===== src/rtl/rmii_rx_deframer.sv =====
// RMII receive deframer: strips preamble/SFD, packs LSB-first dibits into bytes, marks frames.
// Optional CRC-32 FCS check is built when RMII_RX_FCS_CHECK_EN is defined; otherwise fcs_ok stays 0.
module rmii_rx_deframer #(
  parameter int MAX_BYTES = 1522,
  parameter int CNT_W     = 11
) (
  input  logic             clk,
  input  logic             rst,
  input  logic             crsdv,
  input  logic [1:0]       rxd,
  output logic [7:0]       data,
  output logic             valid,
  output logic             sof,
  output logic             eof,
  output logic             err,
  output logic [CNT_W-1:0] byte_count,
  output logic             fcs_ok
);

  typedef enum logic [1:0] {IDLE, PREAMBLE, DATA, DROP} state_t;

  localparam logic [CNT_W-1:0] MAX_CNT = CNT_W'(MAX_BYTES);

  state_t           state_q, state_d;
  logic             crsdv_q;
  logic [1:0]       rxd_q;
  logic             crsdv_p2;
  logic             vld_p2;
  logic [1:0]       rxd_p2;
  logic [5:0]       byte_sr;
  logic [1:0]       dibit_cnt;
  logic [CNT_W-1:0] byte_cnt;
  logic             two_low;
  logic             commit;
  logic             byte_done;
  logic             frame_end;
  logic             oversize;
  logic             clr_cnt;
  logic             frame_bad;
  logic [7:0]       byte_nxt;

  // crsdv_p2 is the carrier flag that belongs to the pending dibit in rxd_p2
  assign two_low   = !crsdv_q && !crsdv_p2;
  assign byte_nxt  = {rxd_p2, byte_sr};
  assign frame_bad = (dibit_cnt != 2'd0) || (byte_cnt == '0);

  always_comb begin
    state_d   = state_q;
    commit    = 1'b0;
    byte_done = 1'b0;
    frame_end = 1'b0;
    oversize  = 1'b0;
    clr_cnt   = 1'b0;
    case (state_q)
      IDLE: begin
        if (crsdv_q) state_d = PREAMBLE;
      end
      PREAMBLE: begin
        if (two_low) begin
          state_d = IDLE;
        end else if (rxd_q == 2'b11) begin
          state_d = DATA;
          clr_cnt = 1'b1;
        end else if (rxd_q == 2'b10) begin
          state_d = DROP;
        end
      end
      DATA: begin
        if (vld_p2 && two_low) begin
          frame_end = 1'b1;
          state_d   = IDLE;
        end else if (vld_p2) begin
          commit = 1'b1;
          if (dibit_cnt == 2'd3) begin
            if (byte_cnt == MAX_CNT) begin
              oversize = 1'b1;
              state_d  = DROP;
            end else begin
              byte_done = 1'b1;
            end
          end
        end
      end
      DROP: begin
        if (two_low) state_d = IDLE;
      end
      default: state_d = IDLE;
    endcase
  end

`ifdef RMII_RX_FCS_CHECK_EN
  localparam logic [31:0] CRC_RESIDUE = 32'hDEBB20E3;

  logic [31:0] crc_q;

  function automatic logic [31:0] crc_step(input logic [31:0] crc, input logic [7:0] b);
    logic [31:0] c;
    c = crc;
    for (int i = 0; i < 8; i++) begin
      c = (c[0] ^ b[i]) ? ((c >> 1) ^ 32'hEDB88320) : (c >> 1);
    end
    return c;
  endfunction

  // the first byte of a frame restarts from the all-ones seed
  always_ff @(posedge clk) begin
    if (byte_done) crc_q <= crc_step((byte_cnt == '0) ? 32'hFFFFFFFF : crc_q, byte_nxt);
  end
`endif

  // stage 1: input register; stage 2: pending dibit and byte assembly
  always_ff @(posedge clk) begin
    rxd_q  <= rxd;
    rxd_p2 <= rxd_q;
    if (commit) byte_sr <= {rxd_p2, byte_sr[5:2]};
  end

  always_ff @(posedge clk) begin
    if (rst) begin
      state_q    <= IDLE;
      crsdv_q    <= 1'b0;
      crsdv_p2   <= 1'b0;
      vld_p2     <= 1'b0;
      dibit_cnt  <= 2'd0;
      byte_cnt   <= '0;
      data       <= 8'd0;
      valid      <= 1'b0;
      sof        <= 1'b0;
      eof        <= 1'b0;
      err        <= 1'b0;
      fcs_ok     <= 1'b0;
      byte_count <= '0;
    end else begin
      state_q  <= state_d;
      crsdv_q  <= crsdv;
      crsdv_p2 <= crsdv_q;
      vld_p2   <= (state_q == DATA);
      valid    <= byte_done;
      sof      <= byte_done && (byte_cnt == '0);
      eof      <= frame_end || oversize;
      err      <= oversize || (frame_end && frame_bad);
      if (byte_done) data <= byte_nxt;
      if (clr_cnt) begin
        dibit_cnt <= 2'd0;
        byte_cnt  <= '0;
      end else if (commit) begin
        dibit_cnt <= dibit_cnt + 2'd1;
        if (byte_done) byte_cnt <= byte_cnt + CNT_W'(1);
      end
      if (frame_end) byte_count <= byte_cnt;
      else if (oversize) byte_count <= MAX_CNT;
`ifdef RMII_RX_FCS_CHECK_EN
      fcs_ok <= frame_end && !frame_bad && (crc_q == CRC_RESIDUE);
`else
      fcs_ok <= 1'b0;
`endif
    end
  end

endmodule


===== config.mk =====
export PLATFORM = sky130hd
export DESIGN_NAME = rmii_rx_deframer
export DESIGN_NICKNAME = d
export VERILOG_FILES = /design/src/rtl/rmii_rx_deframer.sv
export SDC_FILE = /design/constraint.sdc
export NUM_CORES = 1
export LEC_CHECK = 0
export ABC_AREA = 1
export CORE_ASPECT_RATIO = 1.5
export CORE_UTILIZATION = 54
export CTS_BUF_LIST = sky130_fd_sc_hd__clkbuf_8 sky130_fd_sc_hd__clkbuf_16
export DETAILED_ROUTE_END_ITERATION = 6
export PLACE_DENSITY = 0.78
export RECOVER_POWER = 25
export REMOVE_ABC_BUFFERS = 1
export SLEW_MARGIN = 30
export SYNTH_ARGS = -nofsm -noshare
export SYNTH_HDL_FRONTEND = slang
export SYNTH_SLANG_ARGS = --single-unit
export TNS_END_PERCENT = 100

===== constraint.sdc =====
create_clock -name clk -period 2 [get_ports clk]
set_clock_uncertainty 0.05 [all_clocks]
set_input_delay 0.4 -clock clk [delete_from_list [all_inputs] [get_ports clk]]
set_output_delay 0.4 -clock clk [all_outputs]
set_load 0.005 [all_outputs]

==> results of run 1 <==
## report_power, final
group | leakage, nW | switching, mW | internal, mW | total, mW
Clock | 0.0444 | 0.310 | 0.234 | 0.544
Sequential | 0.419 | 0.0336 | 1.07 | 1.10
Combinational | 0.603 | 0.133 | 0.0856 | 0.219
Total | 1.07 | 0.477 | 1.38 | 1.86
## flip-flops by register name, indices dropped and copies added (netlist names)
signal and count:
rxd_q 2, data 8, vld_p2 1, state_q 2, rxd_p2 2, err 1
byte_sr 6, dibit_cnt 2, sof 1, eof 1, byte_cnt 11, crsdv_q 1
valid 1, crsdv_p2 1, byte_count 11
## stage by stage
stage	hold slack, ps	std cells	power [mW]
3_3_place_gp	284	351	1.34
3_5_place_dp	296	351	1.34
5_1_grt	325	359	1.95
2_1_floorplan	281	270	1.28
6_report	309	359	1.86
4_1_cts	311	359	1.88
## cell type report
type	count	area, µm²
Fill cell	359	1330
Sequential cell	51	1080
Multi-Input combinational cell	183	945
Timing Repair Buffer	36	332
Inverter	36	138
Clock buffer	5	68.8
Tap cell	45	56.3
Clock inverter	3	11.3
## logic make-up after synthesis
kind of cell / Yosys count / share of synthesized area
and+or+nand+nor: 126 / 0.264
DFF: 51 / 0.479
buffers and inverters: 47 / 0.0998
AOI/OAI and AO/OA: 45 / 0.104
xor gates and xnor gates: 6 / 0.0233
adders and majority gates: 5 / 0.0277
other: 1 / 0.00166
## worst paths after layout
kind	endpoint	cells after the start	startpoint	slack, ps
worst max-delay path	byte_cnt[10]	8	byte_cnt[1]	240
worst min-delay path	rxd_p2[0]	0	rxd_q[0]	310
worst max register to register	byte_cnt[10]	8	byte_cnt[1]	240
worst min register to register	rxd_p2[0]	0	rxd_q[0]	310
## per-layer routing
layer  part of all wire  wire length, µm  track usage  vias up
met3              0.024              104       0.0412        8
met1               0.44             1850        0.263      827
met2               0.52             2200        0.370       28
li1                   -                -            -      949
met5                  0                0            0        -
met4              0.020               84        0.100        0
## placed cells by master, fill, tap and decap left out
cell type,instances
dlygate4sd3_1,3
nand2_1,57
o21ai_1,1
inv_4,1
and2_1,2
ha_1,5
xor2_1,6
nor2_1,31
clkdlybuf4s50_1,24
nor3_1,2
o21bai_1,1
conb_1,1
nand4_4,1
nand3_1,15
nor2_2,2
clkbuf_2,1
edfxtp_1,6
a21oi_2,2
inv_2,2
clkbuf_8,5
dfxtp_1,45
nor2_4,4
buf_4,7
nand3_2,1
nand2_4,1
clkinv_1,2
inv_1,34
a21oi_1,25
nand2_2,4
nand4_1,6
o21ai_0,16
clkbuf_1,1
==> results.sh, run 1 <==
export IMPL_syn2layout_area_growth_pct=16.6
export IMPL_initial_utilization=0.570
export IMPL_worst_pin_slew_ps=708
export IMPL_remaining_drc_errors=0
export IMPL_nets=323
export IMPL_fmax_ghz=0.568
export IMPL_cp_end_kind="flop"
export IMPL_place_area_um2=2560
export IMPL_die_area_um2=4450
export IMPL_gr_total_overflow=0
export IMPL_synth_common_cells="nand2_1, dfxtp_1, inv_1"
export IMPL_yosys_area_top_type="dfxtp_1"
export IMPL_hold_violations=0
export IMPL_synth_async_sr_flop_share=0
export IMPL_avgSynthCellArea_um2=8.03
export IMPL_worstPathMaxFanout=11
export IMPL_synth_edf_count=6
export IMPL_dr_pass1_iters=4
export IMPL_dp_hpwl_mm=3.17
export IMPL_grt_pass1_wl_mm=7.15
export IMPL_ctsHoldBuffers=0
export IMPL_synth_most_common_cell="nand2_1"
export IMPL_clkLatencyLatePin_ps=300
export IMPL_final_area_um2=2630
export IMPL_slew_violations=0
export IMPL_cts_setup_buffers=0
export IMPL_cpPeakStageDelay_ps=430
export IMPL_wl_per_cell_um=11.8
export IMPL_worst_path_buf_inv=1
export IMPL_path_cells="ha_1 > nand2_1 > nor2_4 > nand3_1 > nand2_2 > buf_4 > nand2_1 > a21oi_1"
export IMPL_rsz0062_at_grt="no"
export IMPL_crit_required_ps=2180
export IMPL_port_buffers=27
export IMPL_clock_sinks=51
export IMPL_htreeDepth=2
export IMPL_place_gp_congestion=0.857
export IMPL_cp_slowest_cell="dfxtp_1"
export IMPL_cts_resized=0
export IMPL_dieHeight_um=81.2
export IMPL_cts_buffers=5
export IMPL_coreArea_um2=3960
export IMPL_rows=28
export IMPL_worstSetupPathType="flop to flop"
export IMPL_ys_types=30
export IMPL_fp_dieW_um=54.8
export IMPL_clkSlewWorstSetupHoldPaths_ps=90
export IMPL_vias=1812
export IMPL_diodes=0
export IMPL_seq_area_frac_synth=0.479
export IMPL_drt_wl_total_mm=4.25
export IMPL_cp_arrival_ps=1940
export IMPL_pin_count=29
export IMPL_yosys_warnings=0
export IMPL_drtIter0Drc=30
export IMPL_grt_max_degree=20
export IMPL_antenna_found_initial=0
export IMPL_layout_drive_gt1_share=0.0987
export IMPL_relSlewSlack=0.528
export IMPL_ant_nets=0
export IMPL_synth_main_ff_cell="dfxtp_1"
export IMPL_p_leak_nw=1.07
export IMPL_fin_util=0.665
export IMPL_synthesis_area_um2=2260
export IMPL_crit_family="simple AND/OR/NAND/NOR gates"
export IMPL_clockBufferDepth=2
export IMPL_setup_viol=0
export IMPL_ys_top_cells_by_area="dfxtp_1, nand2_1, edfxtp_1"
export IMPL_power_density_nw_per_um2=708
export IMPL_track_usage=0.221
export IMPL_cp_common_cell="nand2_1"
export IMPL_setup_ws_ps=239
export IMPL_finalCritPeriodShare=0.880
export IMPL_fin_crit_ps=1760
export IMPL_max_cap_violations=0
export IMPL_routed_via_density=5.05
export IMPL_hold_path_class="flop to flop"
export IMPL_startpoint_type="flop"
export IMPL_syn_inst=281
export IMPL_grt_pass1_vias=1674
export IMPL_synth_top_cell_area_share=0.399
export IMPL_vdd_ir_drop_max_mv=0.698
export IMPL_post_place_ws_ps=284
export IMPL_root_buffer="clkbuf_8"
export IMPL_outcome="completed"
export IMPL_cts_tree="built"
export IMPL_ys_ff_latch=51
export IMPL_finalSetupTns_ps=0
No activity file was read; power rests on OpenSTA's default activity.
==> inputs of run 2 (changes only) <==
Settings changed: GPL_TIMING_DRIVEN set to 0.
==> run 2 against run 1 <==
Effect of this change: routed wire length fell by 5.6%; cell count is 2.5% lower; global-route usage is 1.9 points lower; combinational power hardly changed; maximum frequency down 2.1%; sequential cell count stayed put; total power rose by 1.3%; final area decreased by 1.8%; worst setup slack worse by 38 ps; non-clock buffer count down 9; worst hold slack lost 2.4 ps; die area is the same; largest power group unchanged.
==> results.sh, run 2 (synthesized netlist as in run 1, its figures left out) <==
export IMPL_outcome="completed"
export IMPL_layout_common_cells="nand2_1, dfxtp_1, inv_1, nor2_1, a21oi_1"
export IMPL_cts_setup_buffers=0
export IMPL_critPathCapture="byte_cnt[3]"
export IMPL_track_usage=0.202
export IMPL_cts_tree="built"
export IMPL_layout_drive_gt1_share=0.0885
export IMPL_r2r_end="byte_cnt[3]"
export IMPL_reg2reg_depth=9
export IMPL_finalCritPeriodShare=0.899
export IMPL_diodes=0
export IMPL_setup_viol=0
export IMPL_routed_via_density=5.01
export IMPL_final_cells=350
export IMPL_gr_total_overflow=0
export IMPL_final_area_um2=2580
export IMPL_clkLatencyLatePin_ps=300
export IMPL_crit_path_start="byte_cnt[0]"
export IMPL_relSlewSlack=0.481
export IMPL_vdd_ir_drop_max_mv=0.765
export IMPL_remaining_drc_errors=0
export IMPL_worst_path_buf_inv=2
export IMPL_cp_common_cell="nand2_1"
export IMPL_coreArea_um2=3960
export IMPL_wl_per_cell_um=11.4
export IMPL_fin_util=0.653
export IMPL_grt_pass1_wl_mm=6.59
export IMPL_drtIter0Drc=33
export IMPL_clock_sinks=51
export IMPL_fp_dieW_um=54.8
export IMPL_clkSlewWorstSetupHoldPaths_ps=90
export IMPL_cts_resized=2
export IMPL_fmax_ghz=0.556
export IMPL_dr_pass1_iters=4
export IMPL_worst_pin_slew_ps=779
export IMPL_clockBufferDepth=2
export IMPL_cp_slowest_cell="dfxtp_2"
export IMPL_vias=1752
export IMPL_fin_crit_ps=1800
export IMPL_max_cap_violations=0
export IMPL_drt_wl_total_mm=4.01
export IMPL_cts_buffers=5
export IMPL_rr_startpoint="byte_cnt[0]"
export IMPL_reg_top3="byte_cnt (11), byte_count (11), data (8)"
export IMPL_cp_arrival_ps=1900
export IMPL_setup_ws_ps=201
export IMPL_worstPathMaxFanout=21
export IMPL_root_buffer="clkbuf_8"
export IMPL_whs_path_depth=0
export IMPL_hold_path_class="flop to flop"
export IMPL_grt_busiest_layer="met2"
export IMPL_slew_violations=0
export IMPL_ctsHoldBuffers=0
export IMPL_crit_required_ps=2110
export IMPL_holdWs_ps=306
export IMPL_port_buffers=27
export IMPL_ant_nets=0
export IMPL_crit_family="simple AND/OR/NAND/NOR gates"
export IMPL_dieHeight_um=81.2
export IMPL_met3_usage=0.0356
export IMPL_dp_hpwl_mm=2.85
export IMPL_initial_utilization=0.570
export IMPL_syn2layout_area_growth_pct=14.5
export IMPL_grt_pass1_vias=1520
export IMPL_pin_count=29
export IMPL_worstSetupPathType="flop to flop"
export IMPL_r2r_setup_slack_ps=200
export IMPL_cp_end_kind="flop"
export IMPL_grt_max_degree=22
export IMPL_finalSetupTns_ps=0
export IMPL_die_area_um2=4450
export IMPL_startpoint_type="flop"
export IMPL_power_total_mw=1.89
export IMPL_p_leak_nw=1.03
export IMPL_dp_cells=342
export IMPL_rsz0062_at_grt="no"
export IMPL_hold_violations=0
export IMPL_power_density_nw_per_um2=730
export IMPL_worst_path_stages=9
export IMPL_post_place_ws_ps=-283
export IMPL_gr_usage_met1=0.249
export IMPL_place_area_um2=2500
export IMPL_cpPeakStageDelay_ps=370
export IMPL_nets=314
export IMPL_antenna_found_initial=0
export IMPL_place_gp_congestion=0.889
export IMPL_htreeDepth=2
export IMPL_final_common_cell="nand2_1"
export IMPL_path_cells="inv_1 > ha_1 > nand2_1 > nor2_4 > nand3_1 > nand2_4 > inv_6 > nand2_1 > a21oi_1"
export IMPL_grt_met2_usage=0.329
export IMPL_rows=28
## run 2: power by group
| part | leakage [nW] | switching [mW] | internal [mW] |
|---|---|---|---|
| clock | 0.0470 | 0.326 | 0.240 |
| sequential | 0.419 | 0.0317 | 1.07 |
| combinational | 0.563 | 0.139 | 0.0831 |
## run 2: worst min path at each step
stage,from,end,slack (ps)
finish,rxd_q[0],rxd_p2[0],310
global placement,rxd_q[0],rxd_p2[0],280
global route,rxd_q[0],rxd_p2[0],320
floorplan,rxd_q[0],rxd_p2[0],280
CTS,rxd_q[0],rxd_p2[0],310
detailed placement,rxd_q[0],rxd_p2[0],290
## run 2: metal layers
layer,up-vias,wire (µm)
li1,931,-
met1,783,1850
met2,32,1960
met3,6,116
met4,0,74
met5,-,0
## run 2: final cells by class
| cell class | count | area [µm²] |
|---|---|---|
| inverter | 36 | 140 |
| clock inverter | 3 | 16.3 |
| tap | 45 | 56.3 |
| clock buffer | 5 | 68.8 |
| multi-input combinational | 183 | 956 |
| fill | 348 | 1380 |
| sequential | 51 | 1080 |
| timing repair buffer | 27 | 264 |
==> inputs of run 3 (changes only) <==
Settings changed: CTS_CLUSTER_DIAMETER set to 50, REMOVE_ABC_BUFFERS 1 to unset, SLEW_MARGIN 30 to 20.
==> run 3 against run 2 <==
Effect of this change: sequential power barely moved; maximum frequency grew 0.37%; clock power is 54% higher; combinational power about the same; non-clock buffer count rose by 10; total power grew 16%; first-iteration DRC count up 55%; worst hold slack improved by 6.4 ps; via count up 4.2%; critical path depth fell by 2; routed wire length grew 7.3%.
==> results.sh, run 3 (synthesized netlist as in run 1, its figures left out) <==
export IMPL_vias=1826
export IMPL_nets=324
export IMPL_dp_hpwl_mm=3.08
export IMPL_syn2layout_area_growth_pct=19.4
export IMPL_hold_path_class="flop to flop"
export IMPL_clkLatencyLatePin_ps=310
export IMPL_crit_family="simple AND/OR/NAND/NOR gates"
export IMPL_grt_met2_usage=0.363
export IMPL_worstPathMaxFanout=9
export IMPL_finalSetupTns_ps=0
export IMPL_fin_crit_ps=1790
export IMPL_synth_fp_nets=291
export IMPL_die_area_um2=4450
export IMPL_hold_violations=0
export IMPL_finalCritPeriodShare=0.896
export IMPL_remaining_drc_errors=0
export IMPL_worst_path_buf_inv=1
export IMPL_rsz0062_at_grt="no"
export IMPL_layout_drive_gt1_share=0.105
export IMPL_slew_violations=0
export IMPL_diodes=0
export IMPL_r2r_end="err"
export IMPL_fmax_ghz=0.558
export IMPL_power_density_nw_per_um2=815
export IMPL_cts_setup_buffers=0
export IMPL_holdWs_ps=312
export IMPL_reg2reg_depth=7
export IMPL_clock_sinks=51
export IMPL_fin_util=0.680
export IMPL_pin_count=29
export IMPL_vdd_ir_drop_max_mv=1.10
export IMPL_setup_ws_ps=208
export IMPL_fillerInstances=312
export IMPL_rows=28
export IMPL_wl_per_cell_um=11.9
export IMPL_track_usage=0.223
export IMPL_reg_top3="byte_cnt (11), byte_count (11), data (8)"
export IMPL_grt_busiest_layer="met2"
export IMPL_power_total_mw=2.19
export IMPL_path_cells="inv_1 > nand3_1 > nor2_4 > nand4_1 > nand2_4 > nand2_1 > a21oi_1"
export IMPL_place_gp_congestion=0.900
export IMPL_cpPeakStageDelay_ps=400
export IMPL_setup_viol=0
export IMPL_grt_pass1_vias=1697
export IMPL_gr_usage_met1=0.263
export IMPL_dp_cells=352
export IMPL_cts_tree="built"
export IMPL_grt_pass1_wl_mm=7.14
export IMPL_gr_total_overflow=0
export IMPL_whs_path_depth=0
export IMPL_met3_usage=0.0449
export IMPL_p_leak_nw=1.08
export IMPL_startpoint_type="flop"
export IMPL_drt_wl_total_mm=4.30
export IMPL_drtIter0Drc=51
export IMPL_dieHeight_um=81.2
export IMPL_outcome="completed"
export IMPL_fp_dieW_um=54.8
export IMPL_ctsHoldBuffers=0
export IMPL_cts_resized=0
export IMPL_worstSetupPathType="flop to flop"
export IMPL_cp_slowest_cell="dfxtp_1"
export IMPL_post_place_ws_ps=248
export IMPL_final_area_um2=2690
export IMPL_cp_end_kind="flop"
export IMPL_place_area_um2=2570
export IMPL_cts_buffers=5
export IMPL_final_common_cell="nand2_1"
export IMPL_routed_via_density=5.07
export IMPL_crit_required_ps=2190
export IMPL_antenna_found_initial=0
export IMPL_final_cells=360
export IMPL_initial_utilization=0.570
export IMPL_max_cap_violations=0
export IMPL_clkSlewWorstSetupHoldPaths_ps=100
export IMPL_root_buffer="clkbuf_8"
export IMPL_min_delay_start="rxd_q[0]"
export IMPL_grt_max_degree=18
export IMPL_cp_arrival_ps=1980
export IMPL_clockBufferDepth=2
export IMPL_ant_nets=0
export IMPL_rr_startpoint="state_q[0]"
export IMPL_r2r_setup_slack_ps=210
export IMPL_layout_common_cells="nand2_1, dfxtp_1, inv_1, nor2_1, a21oi_1"
export IMPL_whs_endpoint="rxd_p2[0]"
export IMPL_htreeDepth=2
export IMPL_coreArea_um2=3960
export IMPL_dr_pass1_iters=4
export IMPL_port_buffers=26
run 3: worst max-delay path by stage:
stage | from | slack [ps] | depth (start not counted) | end
floorplan | byte_cnt[0] | 490 | 9 | data[6]
global placement | byte_cnt[0] | 260 | 10 | byte_cnt[6]
detailed placement | byte_cnt[0] | 250 | 10 | byte_cnt[4]
CTS | byte_cnt[0] | 230 | 10 | byte_cnt[4]
global route | state_q[0] | 70 | 7 | err
finish | state_q[0] | 210 | 7 | err
run 3: final cells by class:
class                           instances  area, µm²  area share
Buffer                                 11       87.6      0.0325
Multi-Input combinational cell        183        930       0.345
Clock buffer                            5       68.8      0.0256
Tap cell                               45       56.3      0.0209
Timing Repair Buffer                   26        260      0.0967
Clock inverter                          3       71.3      0.0265
Sequential cell                        51       1080       0.401
Inverter                               36        138      0.0511
run 3: where the power goes:
group / internal [mW] / leakage [nW] / switching [mW] / total (mW)
Sequential: 1.07 / 0.419 / 0.0353 / 1.10
Combinational: 0.0863 / 0.590 / 0.139 / 0.225
Clock: 0.508 / 0.0703 / 0.361 / 0.869
Total: 1.66 / 1.08 / 0.535 / 2.19
run 3: worst register-to-register path, cell delays in order (launching register included):
cell     delay (ps)
dfxtp_1         400
inv_1           120
nand3_1         140
nor2_4          250
nand4_1         350
nand2_4         210
nand2_1          90
a21oi_1         130
run 3: routing by layer:
layer	vias up	part of all wire
met3	8	0.040
met1	824	0.44
li1	952	-
met5	-	0
met4	0	0.021
met2	42	0.50
